===== config.mk =====
export PLATFORM = sky130hd
export DESIGN_NAME = uart_tx_flat
export DESIGN_NICKNAME = d
export VERILOG_FILES = /design/src/rtl/uart_tx_pkg.sv /design/src/rtl/uart_tx_if.sv /design/src/rtl/uart_tx_parity_calc.sv /design/src/rtl/uart_tx.sv /design/src/flat_wrapper.sv
export SDC_FILE = /design/constraint.sdc
export NUM_CORES = 1
export LEC_CHECK = 0
export ABC_AREA = 1
export CAP_MARGIN = 5
export CELL_PAD_IN_SITES_DETAIL_PLACEMENT = 0
export CELL_PAD_IN_SITES_GLOBAL_PLACEMENT = 1
export CORE_UTILIZATION = 40
export DETAILED_ROUTE_END_ITERATION = 8
export DONT_BUFFER_PORTS = 1
export PLACE_DENSITY = 0.78
export SLEW_MARGIN = 20
export SYNTH_ARGS = -nofsm -noshare
export SYNTH_HDL_FRONTEND = slang
export SYNTH_SLANG_ARGS = --single-unit
export TNS_END_PERCENT = 50

===== constraint.sdc =====
create_clock -name CLK -period 2 [get_ports CLK]
set_input_delay 0.4 -clock CLK [delete_from_list [all_inputs] [get_ports CLK]]
set_output_delay 0.4 -clock CLK [all_outputs]
set_load 0.02 [all_outputs]

===== src/rtl/uart_tx_pkg.sv =====
`default_nettype none
// ============================================================================
// Module   : uart_tx_pkg
// Purpose  : Shared definitions for the UART transmit and receive paths:
//            FSM state encoding and parity type codes. Both ends import this
//            package so they use the same parity coding.
// Ports    : none (package)
// Revision : 1.0 - initial release
// ============================================================================
package uart_tx_pkg;

   // Frame sequencer states
   typedef enum logic [2:0] {
      ST_IDLE   = 3'd0,
      ST_START  = 3'd1,
      ST_DATA   = 3'd2,
      ST_PARITY = 3'd3,
      ST_STOP   = 3'd4
   } tx_state_e;

   // Parity type codes carried on PAR_TYP
   localparam logic PAR_EVEN = 1'b0;
   localparam logic PAR_ODD  = 1'b1;

endpackage : uart_tx_pkg
`default_nettype wire


===== src/rtl/uart_tx_if.sv =====
`default_nettype none
// ============================================================================
// Module   : uart_tx_if
// Purpose  : Byte-in / serial-out bundle of the UART transmitter.
// Ports    : P_DATA, Data_Valid, PAR_EN, PAR_TYP  (driven by the byte source)
//            TX_OUT, busy                        (driven by the transmitter)
//            master modport = byte source, slave modport = transmitter
// Revision : 1.0 - initial release
// ============================================================================
interface uart_tx_if #(
   parameter int DATA_WIDTH = 8
);
   logic [DATA_WIDTH-1:0] P_DATA;
   logic                  Data_Valid;
   logic                  PAR_EN;
   logic                  PAR_TYP;
   logic                  TX_OUT;
   logic                  busy;

   modport master (
      output P_DATA, Data_Valid, PAR_EN, PAR_TYP,
      input  TX_OUT, busy
   );

   modport slave (
      input  P_DATA, Data_Valid, PAR_EN, PAR_TYP,
      output TX_OUT, busy
   );
endinterface : uart_tx_if
`default_nettype wire


===== src/rtl/uart_tx_parity_calc.sv =====
`default_nettype none
// ============================================================================
// Module   : parity_calc
// Purpose  : Combinational parity generator over the latched frame data.
// Ports    : data_i     - latched data word
//            par_typ_i  - PAR_EVEN / PAR_ODD
//            par_bit_o  - parity bit to place on the line
// Revision : 1.0 - initial release
// ============================================================================
module parity_calc
   import uart_tx_pkg::*;
#(
   parameter int DATA_WIDTH = 8
) (
   input  logic [DATA_WIDTH-1:0] data_i,
   input  logic                  par_typ_i,
   output logic                  par_bit_o
);

   // Even parity: bit makes the total number of ones even (XOR of data).
   assign par_bit_o = (par_typ_i == PAR_ODD) ? ~(^data_i) : (^data_i);

endmodule : parity_calc
`default_nettype wire


===== src/rtl/uart_tx.sv =====
`default_nettype none
// ============================================================================
// Module   : uart_tx
// Purpose  : UART transmitter. Latches a byte on Data_Valid while idle and
//            shifts out start bit, DATA_WIDTH data bits LSB first, optional
//            parity bit and one stop bit, one bit per CLK cycle.
// Ports    : CLK  - bit-rate clock, rising edge
//            RST  - asynchronous reset, active-low
//            bus  - uart_tx_if.slave (P_DATA, Data_Valid, PAR_EN, PAR_TYP in;
//                   TX_OUT, busy out, both registered)
// Revision : 1.0 - initial release
// ============================================================================
module uart_tx
   import uart_tx_pkg::*;
#(
   parameter int DATA_WIDTH = 8
) (
   input  logic     CLK,
   input  logic     RST,
   uart_tx_if.slave bus
);

   localparam int                CNT_W    = $clog2(DATA_WIDTH);
   localparam logic [CNT_W-1:0]  CNT_LAST = CNT_W'(DATA_WIDTH - 1);

   tx_state_e             state_q,   state_d;
   logic [CNT_W-1:0]      cnt_q,     cnt_d;
   logic [DATA_WIDTH-1:0] data_q,    data_d;
   logic                  par_en_q,  par_en_d;
   logic                  par_typ_q, par_typ_d;
   logic                  tx_q,      tx_d;
   logic                  busy_q,    busy_d;
   logic                  par_bit;

   parity_calc #(
      .DATA_WIDTH (DATA_WIDTH)
   ) u_parity_calc (
      .data_i    (data_q),
      .par_typ_i (par_typ_q),
      .par_bit_o (par_bit)
   );

   // Line outputs are registered from the current state, so each bit shows
   // up on TX_OUT one edge after the sequencer enters the matching state.
   always_comb begin
      state_d   = state_q;
      cnt_d     = cnt_q;
      data_d    = data_q;
      par_en_d  = par_en_q;
      par_typ_d = par_typ_q;
      tx_d      = 1'b1;
      busy_d    = 1'b1;

      case (state_q)
         ST_IDLE: begin
            busy_d = 1'b0;
            if (bus.Data_Valid) begin
               data_d    = bus.P_DATA;
               par_en_d  = bus.PAR_EN;
               par_typ_d = bus.PAR_TYP;
               state_d   = ST_START;
            end
         end
         ST_START: begin
            tx_d    = 1'b0;
            cnt_d   = '0;
            state_d = ST_DATA;
         end
         ST_DATA: begin
            tx_d = data_q[cnt_q];
            if (cnt_q == CNT_LAST) begin
               cnt_d   = '0;
               state_d = par_en_q ? ST_PARITY : ST_STOP;
            end else begin
               cnt_d = cnt_q + CNT_W'(1);
            end
         end
         ST_PARITY: begin
            tx_d    = par_bit;
            state_d = ST_STOP;
         end
         ST_STOP: begin
            state_d = ST_IDLE;
         end
         default: begin
            busy_d  = 1'b0;
            state_d = ST_IDLE;
         end
      endcase
   end

   always_ff @(posedge CLK or negedge RST) begin
      if (!RST) begin
         state_q   <= ST_IDLE;
         cnt_q     <= '0;
         data_q    <= '0;
         par_en_q  <= 1'b0;
         par_typ_q <= 1'b0;
         tx_q      <= 1'b1;
         busy_q    <= 1'b0;
      end else begin
         state_q   <= state_d;
         cnt_q     <= cnt_d;
         data_q    <= data_d;
         par_en_q  <= par_en_d;
         par_typ_q <= par_typ_d;
         tx_q      <= tx_d;
         busy_q    <= busy_d;
      end
   end

   assign bus.TX_OUT = tx_q;
   assign bus.busy   = busy_q;

endmodule : uart_tx
`default_nettype wire


===== src/flat_wrapper.sv =====
// flat-port wrapper written by rule: the top's interface ports become plain ports
module uart_tx_flat import uart_tx_pkg::*;
#(
   parameter int DATA_WIDTH = 8
)
  (CLK, RST, bus_P_DATA, bus_Data_Valid, bus_PAR_EN, bus_PAR_TYP, bus_TX_OUT, bus_busy);
  uart_tx_if #(.DATA_WIDTH(DATA_WIDTH)) bus_i ();
  input  logic CLK;
  input  logic RST;
  input wire logic [$bits(bus_i.P_DATA)-1:0] bus_P_DATA;
  input wire logic [$bits(bus_i.Data_Valid)-1:0] bus_Data_Valid;
  input wire logic [$bits(bus_i.PAR_EN)-1:0] bus_PAR_EN;
  input wire logic [$bits(bus_i.PAR_TYP)-1:0] bus_PAR_TYP;
  output wire logic [$bits(bus_i.TX_OUT)-1:0] bus_TX_OUT;
  output wire logic [$bits(bus_i.busy)-1:0] bus_busy;
  assign bus_i.P_DATA = bus_P_DATA;
  assign bus_i.Data_Valid = bus_Data_Valid;
  assign bus_i.PAR_EN = bus_PAR_EN;
  assign bus_i.PAR_TYP = bus_PAR_TYP;
  assign bus_TX_OUT = bus_i.TX_OUT;
  assign bus_busy = bus_i.busy;
  uart_tx #(.DATA_WIDTH(DATA_WIDTH)) u_core (.CLK(CLK), .RST(RST), .bus(bus_i));
endmodule

; ---- Yosys cells after proc, flatten, opt, wreduce, memory -nomap -nowiden
; Index checks and enable logic that the tools add are counted.
[classes]
n_mux = 11
add_sub_neg = 1
bitwise = 1
magnitude_cmp = 1
n_eq_ne = 7
reduce_logical = 6
[ops]
columns = op, n
row1 = 2-to-1 mux 3 bit, 4
row2 = one-hot mux 3 bit (4 select lines), 1
row3 = XOR reduction 8 bit, 1
row4 = "equality test 3 x 2 -> 1 bit, second input constant", 2
row5 = "equality test 3 bit, second input constant", 2
row6 = one-hot mux 3 bit (2 select lines), 1
row7 = "less-than comparator 3 x 4 -> 1 bit, second input constant", 1
row8 = AND reduction 2 bit, 2
row9 = OR reduction 4 bit, 1
row10 = "adder 3 x 1 -> 3 bit, second input constant", 1
row11 = binary-select mux 1 bit (select 3 bit), 1
row12 = "equality test 3 x 1 -> 1 bit, second input constant", 1
row13 = zero test 3 bit, 1
row14 = 2-to-1 mux 1 bit, 3
row15 = one-hot mux 1 bit (3 select lines), 1
row16 = "!= test 2 x 1 -> 1 bit, second input constant", 1
row17 = "!= test 2 bit, second input constant", 1
row18 = nonzero test 2 bit, 1
row19 = NOT 1 bit, 1
[word_totals]
register_bits = 18
out_inout_bits = 2
in_bits = 13
wordCells = 34

; ---- Longest topological paths before layout
[logic_depth]
word_depth = 4
depth_mapped = 9
mapped_depth_nobuf = 9

; ---- Cells and area by module
; Synthesis repeated with hierarchy kept, for this count alone.
[hier_totals]
cells_unflattened = 142
area_unflattened_um2 = 1036.0
[by_module_without_submodules]
columns = mod, n_inst, seq_area_each_um2, area_per_inst_um2, cells_per_inst
row1 = uart_tx, 1, 451.7, 872.1, 104
row2 = parity_calc, 1, 0.0, 163.9, 38

; ---- Least setup slack after synthesis
; Ideal clock, no wire load.
[synth_path]
path_type = reg-to-reg
startpoint = register u_core.cnt_q[1]
endpoint = register u_core.state_q[1]
n_path_buf = 0
period_less_slack_ns = 1.224
setup_time_ns = 0.124
arrival_time_ns = 1.100
path_stages_with_launch = 6
required_time_ns = 1.876
slack_ns = 0.776
path_cell_list = dfrtp_1 -> ha_1 -> ha_1 -> or2_1 -> nand2_2 -> o21ai_1
[synth_between]
elab_chain_len = 3
[synth_rtl]
columns = element, line_no
row1 = from (decl), uart_tx.sv:27  ; logic [CNT_W-1:0] cnt_q, cnt_d;
row2 = from (signal assigned), uart_tx.sv:103  ; cnt_q <= cnt_d;
row3 = equality test 3 bit, uart_tx.sv:71  ; if (cnt_q == CNT_LAST) begin
row4 = != test 2 x 1 -> 1 bit (no source line), -
row5 = AND reduction 2 bit (no source line), -
row6 = to (signal assigned), uart_tx.sv:102  ; state_q <= state_d;
row7 = to (decl), uart_tx.sv:26  ; tx_state_e state_q, state_d;
; No other way between the ends.
; A chain may end at the register's enable or synchronous reset.

; ---- Worst setup path after layout
[layout_path]
startpoint = register u_core.cnt_q[0]
endpoint = register u_core.state_q[1]
; Same word-level chain as after synthesis.

==> results.txt <==
top cell type's share of synthesized area -> 42.2%
synthesized instance count -> 128
cts bufs inserted -> 3
data required time of the critical path -> 2.18 ns
final max-slew violation count -> 0
clk buf depth -> 2
worst-skew pair later-pin latency -> 0.29 ns
P&R area growth vs syn -> 5.47%
WL/cell -> 11.4 µm
most common cell after layout, fill and taps aside -> nand2_1
CTS HTree Levels -> 1
DR iter-0 viols -> 10
reg2reg setup slack -> 0.56 ns
status -> finished, final reports clean
post-synthesis sequential area ratio -> 44.8%
max_cap viols -> 0
critical path arrival -> 1.62 ns
# IOs -> 15
fmax -> 694 MHz
initial antenna violation count -> 0
Die H -> 52.2 µm
Reg-to-Reg Start -> u_core.cnt_q[0]$_DFFE_PN0P_
Hold Path Origin -> bus_P_DATA[0]
synth warn -> 0
gpl congestion -> 0.799
global-route wire length before repair -> 3.17 mm
crit path capture type -> flip-flop
CP Max Fanout -> 11
Post-CTS Hold Fix Bufs -> 1
r2r endpoint -> u_core.state_q[1]$_DFFE_PN0P_
WHS Path Cells -> 1
CP startpoint kind -> flip-flop
CTS tree -> built
Worst-Margin Slew -> 0.817 ns
Synth area leaders -> dfrtp_1 (42%), nand2_1 (13%), inv_1 (6.0%)
vias per cell -> 4.95
final instance area -> 0.00106 mm²
worst reg-to-reg path cell count -> 5
post-route minimum period -> 1.44 ns
largest net degree at the start of global routing -> 19
total core area -> 0.00230 mm²
# fillers -> 234
Placement Cell Area -> 0.00103 mm²
most frequent cells in the layout -> nand2_1 (36), dfrtp_1 (17), inv_1 (16)
antenna cells -> 0
P per Cell Area -> 1740 mW/mm²
hold endpoint -> u_core.data_q[0]$_DFFE_PN0P_
Max-slew headroom -> 45.3%
CTS-repair resized insts -> 0
clock skew -> 0.00188 ns
Mean Syn Cell Area -> 7.87 µm²
Inst Count DP -> 154
Post-DRT Antenna Nets -> 0
crit share post-route -> 72.0%
postcts setup bufs -> 0
VDD IR max -> 0.000902 V
hold violation count in the final report -> 0
Tot GR Track Use -> 16.3%
Initial Utilization -> 43.8%
setup TNS -> 0 ns
Synthesized Nets -> 143
non-filler cells, final -> 159
FP Rows -> 17
LEAKAGE -> 0.552 nW
Hold Crit Class -> primary input to flip-flop
final-stage net count -> 147
final setup violation count -> 0
Total Wirelength -> 1.81 mm
ratio of cells with drive above 1 in the final layout -> 9.92%
Crit Path Category -> flip-flop to flip-flop
GRT overflow -> 0
total clock sinks -> 18
RSZ-0062 raised after global routing -> no
Post-DP HPWL -> 1.35 mm
Die W -> 52.2 µm
Clk Tree Root Cell -> clkbuf_4
Synth Cell Area -> 0.00101 mm²
PortBufs -> 0
drt pass-1 iters -> 4
vias in the first global route -> 700
clock-pin slew on the worst setup and hold paths -> 0.10 ns
Post-Route Utilization -> 46.2%
drt drc -> 0
die area -> 0.00272 mm²
largest area contributor in the netlist -> dfrtp_1
vias after detailed routing -> 787
worst hold slack -> 0.252 ns
#FFs+latches synth -> 18
post-synth cell types -> 26
[layer usage]
metal	wire length [µm]	vias to the layer above	share of wire, %	track usage (%)
met4	13	0	0.72	3.95
met3	88	2	4.9	6.67
met2	823	19	45	24.6
met5	0	-	0	0
met1	889	358	49	21.6
li1	-	408	-	-
[cell families after synthesis]
logic type,count (synthesis),share of synthesized area [%]
buf+inv,20,8.32
simple gates,65,27.6
mux,3,4.47
compound gates,16,8.82
flops,18,44.8
xor+xnor,4,3.48
fa+ha+maj,2,2.48
[worst max-delay path: stages, from the launching register on]
cell	delay, ns
dfrtp_1	0.50
ha_1	0.25
ha_1	0.17
or2_1	0.27
nand2_2	0.09
o21ai_1	0.06
[cell usage after synthesis]
library cell / count
a211oi_1: 1
a21oi_1: 8
a21oi_2: 1
buf_2: 1
buf_6: 1
clkinv_1: 1
dfrtp_1: 17
dfstp_2: 1
ha_1: 2
inv_1: 16
inv_2: 1
mux2_4: 3
nand2_1: 36
nand2_2: 1
nand2_4: 1
nand3_1: 9
nor2_1: 14
nor2_2: 1
nor3_1: 1
nor3_2: 1
o211ai_1: 1
o21ai_0: 3
o21ai_1: 2
or2_1: 1
xnor2_1: 2
xor2_1: 2
[power breakdown]
group | total, mW | internal (mW) | leakage, nW | switching, mW
Clock | 0.187 | 0.0775 | 0.0150 | 0.110
Sequential | 0.751 | 0.548 | 0.212 | 0.203
Combinational | 0.913 | 0.376 | 0.325 | 0.538
[worst max-delay path by stage]
| stage | from | end | slack, ns |
|---|---|---|---|
| 2_1_floorplan | u_core.cnt_q[1]$_DFFE_PN0P_ | u_core.state_q[1]$_DFFE_PN0P_ | 0.78 |
| 3_3_place_gp | u_core.cnt_q[0]$_DFFE_PN0P_ | u_core.state_q[1]$_DFFE_PN0P_ | 0.62 |
| 3_5_place_dp | u_core.cnt_q[0]$_DFFE_PN0P_ | u_core.state_q[1]$_DFFE_PN0P_ | 0.57 |
| 4_1_cts | u_core.cnt_q[0]$_DFFE_PN0P_ | u_core.state_q[1]$_DFFE_PN0P_ | 0.55 |
| 5_1_grt | u_core.cnt_q[0]$_DFFE_PN0P_ | u_core.state_q[2]$_DFFE_PN0P_ | 0.47 |
| 6_report | u_core.cnt_q[0]$_DFFE_PN0P_ | u_core.state_q[1]$_DFFE_PN0P_ | 0.56 |
[registers in the layout, summed over array words and instances (netlist names)]
signal / count
u_core.cnt_q: 3
u_core.par_typ_q: 1
u_core.bus.TX_OUT: 1
u_core.data_q: 8
u_core.bus.busy: 1
u_core.par_en_q: 1
u_core.state_q: 3
[stage by stage]
step | setup slack (ns) | total power, mW
finish | 0.560 | 1.85
global route | 0.469 | 2.07
CTS | 0.553 | 1.87
detailed placement | 0.575 | 1.67
global placement | 0.622 | 1.63
floorplan | 0.776 | 1.50
[cell type report]
cell class	count	area, µm²	area share (%)
sequential	18	452	42.5
timing repair buffer	1	10.0	0.942
inverter	18	67.6	6.36
multi-input combinational	90	472	44.4
tap	28	35.0	3.30
clock buffer	4	26.3	2.47
Note: power is estimated with default switching activity, not from simulation.
